### src/rtl/button_debouncer_pkg.sv
// Shared types and defaults for the push-button debouncer.
// State encodings and the default qualification length.
package button_debouncer_pkg;

    typedef enum logic [1:0] {
        S_Released     = 2'd0,
        S_PressCheck   = 2'd1,
        S_Pressed      = 2'd2,
        S_ReleaseCheck = 2'd3
    } state_t;

    // 20 ms at 50 MHz
    localparam int DEBOUNCE_CYCLES_DEF = 1000000;
    localparam int SYNC_STAGES_DEF     = 2;

endpackage

### src/rtl/button_debouncer_sync_chain.sv
// Generic 1-bit multi-flop synchroniser with a parameterised reset value.
// Module name is sync_chain so it can be reused outside the debouncer.
module sync_chain #(
    parameter int   STAGES    = 2,
    parameter logic RESET_VAL = 1'b1
) (
    input  logic Clk,
    input  logic Reset,
    input  logic d,
    output logic q
);

    logic [STAGES-1:0] chain;

    always_ff @(posedge Clk) begin
        if (Reset) begin
            chain <= {STAGES{RESET_VAL}};
        end else begin
            chain <= {chain[STAGES-2:0], d};
        end
    end

    assign q = chain[STAGES-1];

endmodule

### src/rtl/button_debouncer.sv
// Active-low push-button conditioner: synchroniser plus debounce FSM.
// ButtonOut only moves after DEBOUNCE_CYCLES+1 agreeing samples.
module button_debouncer
    import button_debouncer_pkg::*;
#(
    parameter int DEBOUNCE_CYCLES = DEBOUNCE_CYCLES_DEF,
    parameter int SYNC_STAGES     = SYNC_STAGES_DEF
) (
    input  logic Clk,
    input  logic Reset,
    input  logic ButtonIn,
    output logic ButtonOut,
    output logic Stable
);

    localparam int CNT_W = $clog2(DEBOUNCE_CYCLES + 1);
    localparam logic [CNT_W-1:0] CNT_LAST = CNT_W'(DEBOUNCE_CYCLES - 1);

    logic             sync_out;
    state_t           state;
    state_t           state_n;
    logic [CNT_W-1:0] count;
    logic [CNT_W-1:0] count_n;
    logic             out_n;
    logic             stable_n;

    sync_chain #(
        .STAGES    (SYNC_STAGES),
        .RESET_VAL (1'b1)
    ) u_sync (
        .Clk   (Clk),
        .Reset (Reset),
        .d     (ButtonIn),
        .q     (sync_out)
    );

    always_comb begin
        state_n  = state;
        count_n  = count;
        out_n    = ButtonOut;
        stable_n = Stable;
        case (state)
            S_Released: begin
                if (!sync_out) begin
                    state_n  = S_PressCheck;
                    count_n  = '0;
                    stable_n = 1'b0;
                end
            end
            S_PressCheck: begin
                if (sync_out) begin
                    state_n  = S_Released;
                    count_n  = '0;
                    stable_n = 1'b1;
                end else if (count == CNT_LAST) begin
                    state_n  = S_Pressed;
                    count_n  = '0;
                    out_n    = 1'b0;
                    stable_n = 1'b1;
                end else begin
                    count_n = count + CNT_W'(1);
                end
            end
            S_Pressed: begin
                if (sync_out) begin
                    state_n  = S_ReleaseCheck;
                    count_n  = '0;
                    stable_n = 1'b0;
                end
            end
            S_ReleaseCheck: begin
                if (!sync_out) begin
                    state_n  = S_Pressed;
                    count_n  = '0;
                    stable_n = 1'b1;
                end else if (count == CNT_LAST) begin
                    state_n  = S_Released;
                    count_n  = '0;
                    out_n    = 1'b1;
                    stable_n = 1'b1;
                end else begin
                    count_n = count + CNT_W'(1);
                end
            end
            default: begin
                state_n  = S_Released;
                count_n  = '0;
                out_n    = 1'b1;
                stable_n = 1'b1;
            end
        endcase
    end

    always_ff @(posedge Clk) begin
        if (Reset) begin
            state     <= S_Released;
            count     <= '0;
            ButtonOut <= 1'b1;
            Stable    <= 1'b1;
        end else begin
            state     <= state_n;
            count     <= count_n;
            ButtonOut <= out_n;
            Stable    <= stable_n;
        end
    end

endmodule

### config.mk
export PLATFORM = sky130hd
export DESIGN_NAME = button_debouncer
export DESIGN_NICKNAME = d
export VERILOG_FILES = /design/src/rtl/button_debouncer_pkg.sv /design/src/rtl/button_debouncer_sync_chain.sv /design/src/rtl/button_debouncer.sv
export SDC_FILE = /design/constraint.sdc
export NUM_CORES = 1
export LEC_CHECK = 0
export ABC_AREA = 1
export CORE_ASPECT_RATIO = 1.4
export CORE_MARGIN = 2
export CORE_UTILIZATION = 60
export DETAILED_ROUTE_END_ITERATION = 8
export HOLD_SLACK_MARGIN = 0.1
export PLACE_DENSITY_LB_ADDON = 0.15
export SYNTH_ARGS = -nofsm -noshare
export SYNTH_HDL_FRONTEND = slang
export SYNTH_SLANG_ARGS = --single-unit
export TNS_END_PERCENT = 30
### constraint.sdc
create_clock -name Clk -period 1.85 [get_ports Clk]
set_input_delay 0.2775 -clock Clk [delete_from_list [all_inputs] [get_ports Clk]]
set_output_delay 0.2775 -clock Clk [all_outputs]
set_load 0.01 [all_outputs]
==> results.json, run 1 <==
{
  "outcome": "complete, no violations",
  "period_minus_slack_ns": 1.57,
  "grt_max_degree": 22,
  "htreeDepth": 1,
  "tightestPinTransition_ns": 0.501,
  "grt_pass1_vias": 1437,
  "ios": 5,
  "internal-power_uw": 853,
  "cp_data_arrival_time_ns": 1.84,
  "syn_area_per_cell_um2": 6.65,
  "post_cts_buffers": 0,
  "maxSlewHeadroom_pct": 66.5,
  "p_switching_uw": 306,
  "cts-root-buf": "clkbuf_4",
  "worstSetupPathType": "register to register",
  "dieArea_um2": 3170,
  "cts_resized": 0,
  "pwr-share-comb_pct": 14.1,
  "core_um2": 2620,
  "overflow": 0,
  "antenna_found_initial": 0,
  "power_density_nw_per_um2": 668,
  "max_cap_viol_count": 0,
  "holdCritStartpoint": "u_sync.chain[0]$_SDFF_PP1_",
  "port_buffers": 4,
  "viasPerCell": 5.27,
  "hold_viol": 0,
  "clock_latency_ns": 0.32,
  "gp_congestion": 0.930,
  "rows": 22,
  "yosysSeqAreaShare_pct": 31.8,
  "postCtsHoldBufs": 0,
  "swShare_pct": 26.4,
  "initial_utilization_pct": 62.6,
  "cts_buffer_depth": 2,
  "instances_no_fill": 285,
  "hold_class": "register to register",
  "multi_input_area_um2": 945,
  "leakage_nw": 0.641,
  "post-route-drc-count": 0,
  "synth_cells": 246,
  "synth_seq_cells": 26,
  "slew_viol_final": 0,
  "cts_tree": "built",
  "post_route_cells_drive_above_1_share_pct": 15.3,
  "grt_pass1_wl_um": 6040,
  "crit_path_start_kind": "register",
  "fmaxAchievable_ghz": 0.638,
  "path_clk_slew_ns": 0.14,
  "ys_warn_count": 0,
  "setup_viol": 0,
  "peakVddDrop_mv": 0.526,
  "diodes": 0,
  "finalSetupTns_ns": 0,
  "pwr-share-clk_pct": 34.1,
  "drt_pre_antenna_iters": 4,
  "grt_util_all_layers_pct": 26.1,
  "worstPathMaxFanout": 8,
  "die_w_um": 48.1,
  "wirelength_um": 3380,
  "post-dp-hpwl_um": 2530,
  "ys_types": 29,
  "finClkSkew_ns": 0.00321,
  "dpl.cell_count": 281,
  "cts_buffers": 3,
  "area_delta_synth_final_pct": 5.96,
  "cp-end-kind": "register",
  "reg2reg_from": "count[13]$_SDFFE_PP0P_",
  "cts_sinks": 26,
  "seq_power_share_pct": 51.8,
  "vias": 1503,
  "fin_crit_sh_pct": 84.7,
  "rsz0062_at_grt": "no",
  "cp.required_ns": 2.13,
  "drt-wirelength-per-cell_um": 11.9,
  "postRouteAntennaNets": 0,
  "synth_area_um2": 1640,
  "fillers": 264,
  "layout.nets": 254,
  "initialDrtViolationCount": 35,
  "syn_nets": 250,
  "regArea_um2": 520,
  "startpoint": "count[13]$_SDFFE_PP0P_",
  "die_h_um": 65.8
}
-- worst max-delay path, cell delays in order (launching register included) --
cell     delay, ns
dfxtp_1       0.49
nand2_1       0.13
nor3_1        0.34
nand2_1       0.11
o21ai_0       0.22
nand3_2       0.12
a21oi_2       0.12
-- path summary, 6_finish.rpt --
kind	to	slack, ns	cells after the start
worst max-delay path	count[15]$_SDFFE_PP0P_	0.28	6
worst min-delay path	u_sync.chain[1]$_SDFF_PP1_	0.44	1
worst max register to register	count[15]$_SDFFE_PP0P_	0.28	6
worst min register to register	u_sync.chain[1]$_SDFF_PP1_	0.44	1
-- metal layers --
metal  routed length, um  up-vias  track usage [%]  share of wire, %
met2                1800       15             44.7                53
met5                   0        -                0                 0
met4                  55        0             9.12               1.6
met3                  46        6             3.83               1.4
li1                    -      788                -                 -
met1                1490      694             31.3                44
-- synth_stat cells (all sizes together) --
master | instances | share of area [%]
o21bai | 1 | 0.69
a21oi | 16 | 5.4
o21ai | 13 | 4.2
nor2 | 30 | 10
nand3 | 25 | 9.8
ha | 1 | 0.76
nand2 | 78 | 19
inv | 33 | 7.6
or2 | 3 | 1.1
nor3 | 5 | 1.5
xnor2 | 3 | 2.8
nand4 | 5 | 1.9
buf | 4 | 2.4
dfxtp | 26 | 32
clkbuf | 2 | 0.53
o211ai | 1 | 0.46
-- cell type report --
cell class / count / area share (%)
inverters: 33 / 7.14
well taps: 36 / 2.60
clock buffers: 3 / 1.30
flip-flops and latches: 26 / 30.0
clock inverters: 1 / 1.73
multi-input cells: 181 / 54.5
repair buffers: 5 / 2.74
-- metrics by stage --
stage	area, um^2	total power, mW	hold slack, ns	utilization [%]	setup slack, ns
final	1730	1.16	0.435	66.3	0.283
after global routing	1730	1.21	0.451	66.3	0.0930
after CTS	1730	1.17	0.439	66.3	0.267
after detailed placement	1680	0.777	0.403	64.3	0.303
after global placement	1680	0.772	0.394	64.3	0.327
after floorplan	1640	0.756	0.381	-	0.398
-- state kept, by name (all words and copies together) (netlist names), named ones only --
register	count
ButtonOut	1
u_sync.chain	2
state	1
count	20
Stable	1
-- cell families after synthesis --
| logic type | synth area share [%] |
|---|---|
| buf+inv | 10.5 |
| xor+xnor | 2.75 |
| compound gates | 10.7 |
| fa+ha+maj | 0.764 |
| flops | 31.8 |
| simple gates | 43.5 |
-- power by group through the flow --
stage | combinational, mW | clock [mW] | sequential, mW
floorplan | 0.144 | 0 | 0.611
global placement | 0.161 | 0 | 0.611
detailed placement | 0.164 | 0 | 0.613
CTS | 0.165 | 0.401 | 0.601
global route | 0.179 | 0.425 | 0.603
finish | 0.163 | 0.396 | 0.601
-- layout by cell type, fill, tap and decap left out --
master,Yosys,routed
a21oi_1,14,14
a21oi_2,2,2
buf_4,0,1
bufinv_16,0,1
clkbuf_4,0,3
clkdlybuf4s50_1,0,4
dfxtp_1,26,26
ha_1,1,1
inv_1,30,30
inv_2,3,3
nand2_1,73,73
nand2_2,4,4
nand2_4,1,1
nand3_1,18,18
nand3_2,7,7
nand4_1,5,5
nor2_1,20,20
nor2_2,6,6
nor2_4,3,3
nor2_8,1,1
nor3_1,5,5
o211ai_1,1,1
o21ai_0,11,11
o21ai_1,1,1
o21ai_2,1,1
o21bai_2,1,1
or2_2,3,3
xnor2_1,2,2
xnor2_4,1,1
Power figures use the tool's default switching activity.
==> inputs of run 2 (changes only) <==
- CORE_UTILIZATION: 60 -> 54
- clock period: 1.85 -> 1.3 ns (I/O delays scaled with it)
==> run 2 against run 1 <==
Clock-buffer cell count is the same. Critical endpoint is now ButtonOut$_SDFFE_PP1P_. Wire length grew 26%. Design area is 26% higher. Largest power group unchanged. Register-to-register slack lost 0.40 ns. Via count up 15%. Critical path type unchanged. The flow now finishes with violations (negative setup slack). Core utilization up 9.8 points. Non-clock buffer count rose by 44.
==> results.json, run 2 (same netlist as run 1, synthesis figures left out) <==
{
  "outcome": "finished, violations left",
  "violations": "negative setup slack",
  "holdCritStartpoint": "u_sync.chain[0]$_SDFF_PP1_",
  "worstPathMaxFanout": 4,
  "fin_ws_ns": -0.118,
  "cp.required_ns": 1.46,
  "overflow": 0,
  "fmaxAchievable_ghz": 0.705,
  "dpl.cell_count": 323,
  "postRouteAntennaNets": 0,
  "critPathMaxStageDelay_ns": 0.36,
  "grt_pass1_wl_um": 7030,
  "layout_commonest_cell": "nand2_1",
  "post_route_cells_drive_above_1_share_pct": 36.9,
  "crit_cells": 7,
  "path_delay_family": "simple AND/OR/NAND/NOR gates",
  "cts-root-buf": "clkbuf_8",
  "max_cap_viol_count": 0,
  "finClkSkew_ns": 0.00479,
  "layout.nets": 298,
  "crit_buf_inv": 1,
  "rows": 23,
  "postCtsHoldBufs": 0,
  "die_w_um": 50.5,
  "antenna_found_initial": 0,
  "port_buffers": 4,
  "worstSetupPathType": "register to register",
  "reg2regPathDepth": 7,
  "cts_sinks": 26,
  "power_density_nw_per_um2": 841,
  "area_delta_synth_final_pct": 33.8,
  "grt_max_degree": 16,
  "period_minus_slack_ns": 1.42,
  "grt_util_all_layers_pct": 25.5,
  "path_clk_slew_ns": 0.10,
  "critical_path.cell_chain": "ha_4 -> nand3_4 -> nor2_4 -> nand3_1 -> buf_4 -> o21ai_0 -> nand3_1",
  "core_um2": 2880,
  "cp-end-kind": "register",
  "post-route-drc-count": 0,
  "crit_slowest_cell": "dfxtp_2",
  "placed_area_um2": 2020,
  "timing.rr.end": "ButtonOut$_SDFFE_PP1P_",
  "largest_register_ffs": 20,
  "reg2reg_from": "count[1]$_SDFFE_PP0P_",
  "cpMostUsedCell": "nand3_1",
  "instances_no_fill": 330,
  "slew_viol_final": 0,
  "setup_viol": 22,
  "leakage_nw": 0.906,
  "fin_crit_sh_pct": 109,
  "drt_pre_antenna_iters": 4,
  "diodes": 0,
  "hold_class": "register to register",
  "clock_latency_ns": 0.28,
  "rrSetupSlack_ns": -0.12,
  "htreeDepth": 1,
  "grt_pass1_vias": 1668,
  "hold_viol": 0,
  "viasPerCell": 5.25,
  "cts_buffers": 3,
  "dieArea_um2": 3490,
  "startpoint": "count[1]$_SDFFE_PP0P_",
  "peakVddDrop_mv": 0.808,
  "rsz0062_at_grt": "yes",
  "largestRegisters": "count (20), u_sync.chain (2)",
  "initialDrtViolationCount": 64,
  "vias": 1733,
  "initial_utilization_pct": 56.9,
  "wirelength_um": 4270,
  "die_h_um": 69.1,
  "tightestPinTransition_ns": 0.296,
  "ios": 5,
  "cp_data_arrival_time_ns": 1.58,
  "crit_path_start_kind": "register",
  "layout_common_cells": "nand2_1, buf_4, inv_1",
  "cts_buffer_depth": 2,
  "cts_tree": "built",
  "maxSlewHeadroom_pct": 80.3,
  "critPathCapture": "ButtonOut$_SDFFE_PP1P_",
  "top_register": "count",
  "design_area_um2": 2190,
  "drt-wirelength-per-cell_um": 12.9,
  "post-dp-hpwl_um": 3080,
  "gp_congestion": 0.991
}
==> run 2: how the worst min path moves through the flow <==
| stage | cells after the start | to |
|---|---|---|
| final | 1 | u_sync.chain[1]$_SDFF_PP1_ |
| after global routing | 1 | u_sync.chain[1]$_SDFF_PP1_ |
| after CTS | 1 | u_sync.chain[1]$_SDFF_PP1_ |
| after detailed placement | 1 | u_sync.chain[1]$_SDFF_PP1_ |
| after global placement | 1 | u_sync.chain[1]$_SDFF_PP1_ |
| after floorplan | 1 | u_sync.chain[0]$_SDFF_PP1_ |
==> run 2: per-layer routing <==
| layer | global-route usage (%) | vias up | wire length (um) | share of wire (%) |
|---|---|---|---|---|
| met3 | 3.90 | 19 | 204 | 4.8 |
| met5 | 0 | - | 0 | 0 |
| li1 | - | 869 | - | - |
| met1 | 28.7 | 793 | 1720 | 40 |
| met2 | 46.5 | 52 | 2160 | 51 |
| met4 | 10.2 | 0 | 176 | 4.1 |
==> run 2: timing repair <==
item,4_1_cts,5_1_grt
pin swaps,2,8
endpoints found under the setup margin,23,24
setup buffers,1,2
resized for setup,15,19
gates cloned,0,0
==> run 2: worst reg2reg max path, stage by stage, from the launching register on <==
cell and delay [ns]:
dfxtp_2 0.36, ha_4 0.17, nand3_4 0.09, nor2_4 0.14, nand3_1 0.13, buf_4 0.18
o21ai_0 0.14, nand3_1 0.10
==> run 2: layout make-up <==
| type | count | area, um^2 |
|---|---|---|
| clock buffers | 3 | 41.3 |
| well taps | 37 | 46.3 |
| flip-flops and latches | 26 | 532 |
| inverters | 33 | 124 |
| repair buffers | 49 | 375 |
| clock inverters | 1 | 30.0 |
| multi-input cells | 181 | 1040 |
| fillers | 209 | 688 |
==> run 2: power breakdown <==
| part | internal [mW] | switching (mW) |
|---|---|---|
| Sequential | 0.821 | 0.0253 |
| Combinational | 0.135 | 0.177 |
| Clock | 0.412 | 0.271 |
| Total | 1.37 | 0.474 |
==> run 2: through the flow <==
| stage | hold WS (ns) | TNS [ns] | util [%] | setup WS [ns] | power [mW] |
|---|---|---|---|---|---|
| global placement | 0.405 | -1.22 | 70.1 | -0.170 | 1.17 |
| CTS | 0.437 | -0.894 | 73.8 | -0.0808 | 1.84 |
| floorplan | 0.299 | -1.01 | - | -0.108 | 1.08 |
| finish | 0.431 | -1.37 | 76.1 | -0.118 | 1.84 |
| detailed placement | 0.403 | -1.61 | 70.1 | -0.193 | 1.17 |
| global route | 0.453 | -3.15 | 76.1 | -0.196 | 1.92 |
==> inputs of run 3 (changes only) <==
==> constraint.sdc (replaced) <==
create_clock -name Clk -period 1.3 [get_ports Clk]
set_input_delay 0.195 -clock Clk [delete_from_list [all_inputs] [get_ports Clk]]
set_output_delay 0.195 -clock Clk [all_outputs]
set_load 0.05 [all_outputs]
==> run 3 against run 2 <==
The flow still finishes with violations (negative setup slack). Clock skew barely moved. Critical path depth rose by 1. Global-route usage rose by 0.83 points. Sequential share of layout area fell by 1.1 points. Via count fell by 0.75%. Worst hold slack improved by 0.0042 ns. Critical endpoint is now count[8]$_SDFFE_PP0P_.
==> results.json, run 3 (same netlist as run 1, synthesis figures left out) <==
{
  "rows": 23,
  "grt_pass1_vias": 1728,
  "hold_class": "register to register",
  "port_buffers": 4,
  "layout_commonest_cell": "nand2_1",
  "cp.required_ns": 1.47,
  "fin_ws_ns": -0.156,
  "cts_sinks": 26,
  "power_density_nw_per_um2": 784,
  "worstSetupPathType": "register to register",
  "die_h_um": 69.1,
  "largestRegisters": "count (20), u_sync.chain (2)",
  "postCtsHoldBufs": 0,
  "critPathMaxStageDelay_ns": 0.36,
  "top_register": "count",
  "antenna_found_initial": 0,
  "outcome": "finished, violations left",
  "area_delta_synth_final_pct": 39.4,
  "post-route-drc-count": 0,
  "cts_tree": "built",
  "fmaxAchievable_ghz": 0.687,
  "grt_util_all_layers_pct": 26.4,
  "violations": "negative setup slack",
  "leakage_nw": 0.954,
  "peakVddDrop_mv": 0.912,
  "drt_pre_antenna_iters": 5,
  "path_clk_slew_ns": 0.10,
  "viasPerCell": 5.13,
  "whs_ns": 0.436,
  "slew_viol_final": 0,
  "layout_common_cells": "nand2_1, buf_4, inv_1",
  "post-dp-hpwl_um": 3130,
  "layout.nets": 303,
  "clock_latency_ns": 0.28,
  "maxSlewHeadroom_pct": 79.9,
  "core_um2": 2880,
  "setup_viol": 22,
  "fillers": 201,
  "period_minus_slack_ns": 1.46,
  "critical_path.cell_chain": "ha_4 -> nand3_4 -> nor2_4 -> nand3_2 -> nor2_4 -> nor2_8 -> o21ai_0 -> a21oi_1",
  "diodes": 0,
  "fin_util_pct": 79.3,
  "cp-end-kind": "register",
  "wirelength_um": 4500,
  "grt_max_degree": 16,
  "cts_buffer_depth": 2,
  "drt-wirelength-per-cell_um": 13.4,
  "gp_congestion": 0.929,
  "die_w_um": 50.5,
  "finalSetupTns_ns": -2.19,
  "finClkSkew_ns": 0.00479,
  "cts-root-buf": "clkbuf_8",
  "largest_register_ffs": 20,
  "postRouteAntennaNets": 0,
  "worstPathMaxFanout": 8,
  "hold_viol": 0,
  "htreeDepth": 1,
  "vias": 1720,
  "instances_no_fill": 335,
  "cts_buffers": 3,
  "overflow": 0,
  "grt_pass1_wl_um": 7240,
  "dpl.cell_count": 324,
  "initialDrtViolationCount": 83,
  "dieArea_um2": 3490,
  "crit_path_start_kind": "register",
  "rsz0062_at_grt": "yes",
  "fin_crit_sh_pct": 112,
  "post_route_cells_drive_above_1_share_pct": 37.2,
  "tightestPinTransition_ns": 0.301,
  "cp_data_arrival_time_ns": 1.63,
  "cpMostUsedCell": "nor2_4",
  "crit_slowest_cell": "dfxtp_2",
  "ios": 5,
  "dp_slack_ns": -0.248,
  "max_cap_viol_count": 0,
  "initial_utilization_pct": 56.9
}
## run 3: changes by cell type in the layout (fill, tap and decap cells not counted), sizes merged
cell / change
bufinv: -1
buf: +6
clkbuf: +1
dlygate4sd2: -2
nor2: +1
## run 3: final timing paths
path	cells past startpoint	start	end	slack [ns]
setup / recovery	8	count[1]$_SDFFE_PP0P_	count[8]$_SDFFE_PP0P_	-0.16
hold / removal	1	u_sync.chain[0]$_SDFF_PP1_	u_sync.chain[1]$_SDFF_PP1_	0.44
setup reg to reg	8	count[1]$_SDFFE_PP0P_	count[8]$_SDFFE_PP0P_	-0.16
hold reg to reg	1	u_sync.chain[0]$_SDFF_PP1_	u_sync.chain[1]$_SDFF_PP1_	0.44
## run 3: metal layers
metal  part of all wire [%]  global-route usage (%)  vias to the layer above
li1                       -                       -                      890
met1                     41                    28.6                      783
met2                     55                    49.7                       39
met3                    2.6                    2.38                        8
met4                    2.1                    11.7                        0
met5                      0                       0                        -
## run 3: cell type report
type	instances	area, um^2	share of cell area [%]
repair buffers	53	453	19.9
multi-input cells	182	1070	47.1
well taps	37	46.3	2.03
inverters	33	124	5.43
flip-flops and latches	26	528	23.1
clock buffers	4	55.1	2.41
## run 3: stage by stage
stage	power [mW]	cell area (um^2)
floorplan	1.10	1660
global placement	1.24	2070
detailed placement	1.25	2070
CTS	1.79	2180
global route	1.84	2280
finish	1.79	2280
## run 3: what timing repair did
action	4_1_cts	5_1_grt
buffers inserted	2	4
pin swaps	5	14
setup endpoints to repair	21	23
cloned	1	0
resized for setup	9	20
## run 3: worst max-delay path: cells and delay by family, from the launching register on
kind,cells,cell delay (ns)
compound gates,2,0.18
fa+ha+maj,1,0.17
flops,1,0.36
simple gates,5,0.63
## run 3: report_power, final
group	internal, mW	leakage (nW)	switching [mW]
logic	0.185	0.712	0.213
clock network	0.271	0.0288	0.272
registers	0.819	0.214	0.0294
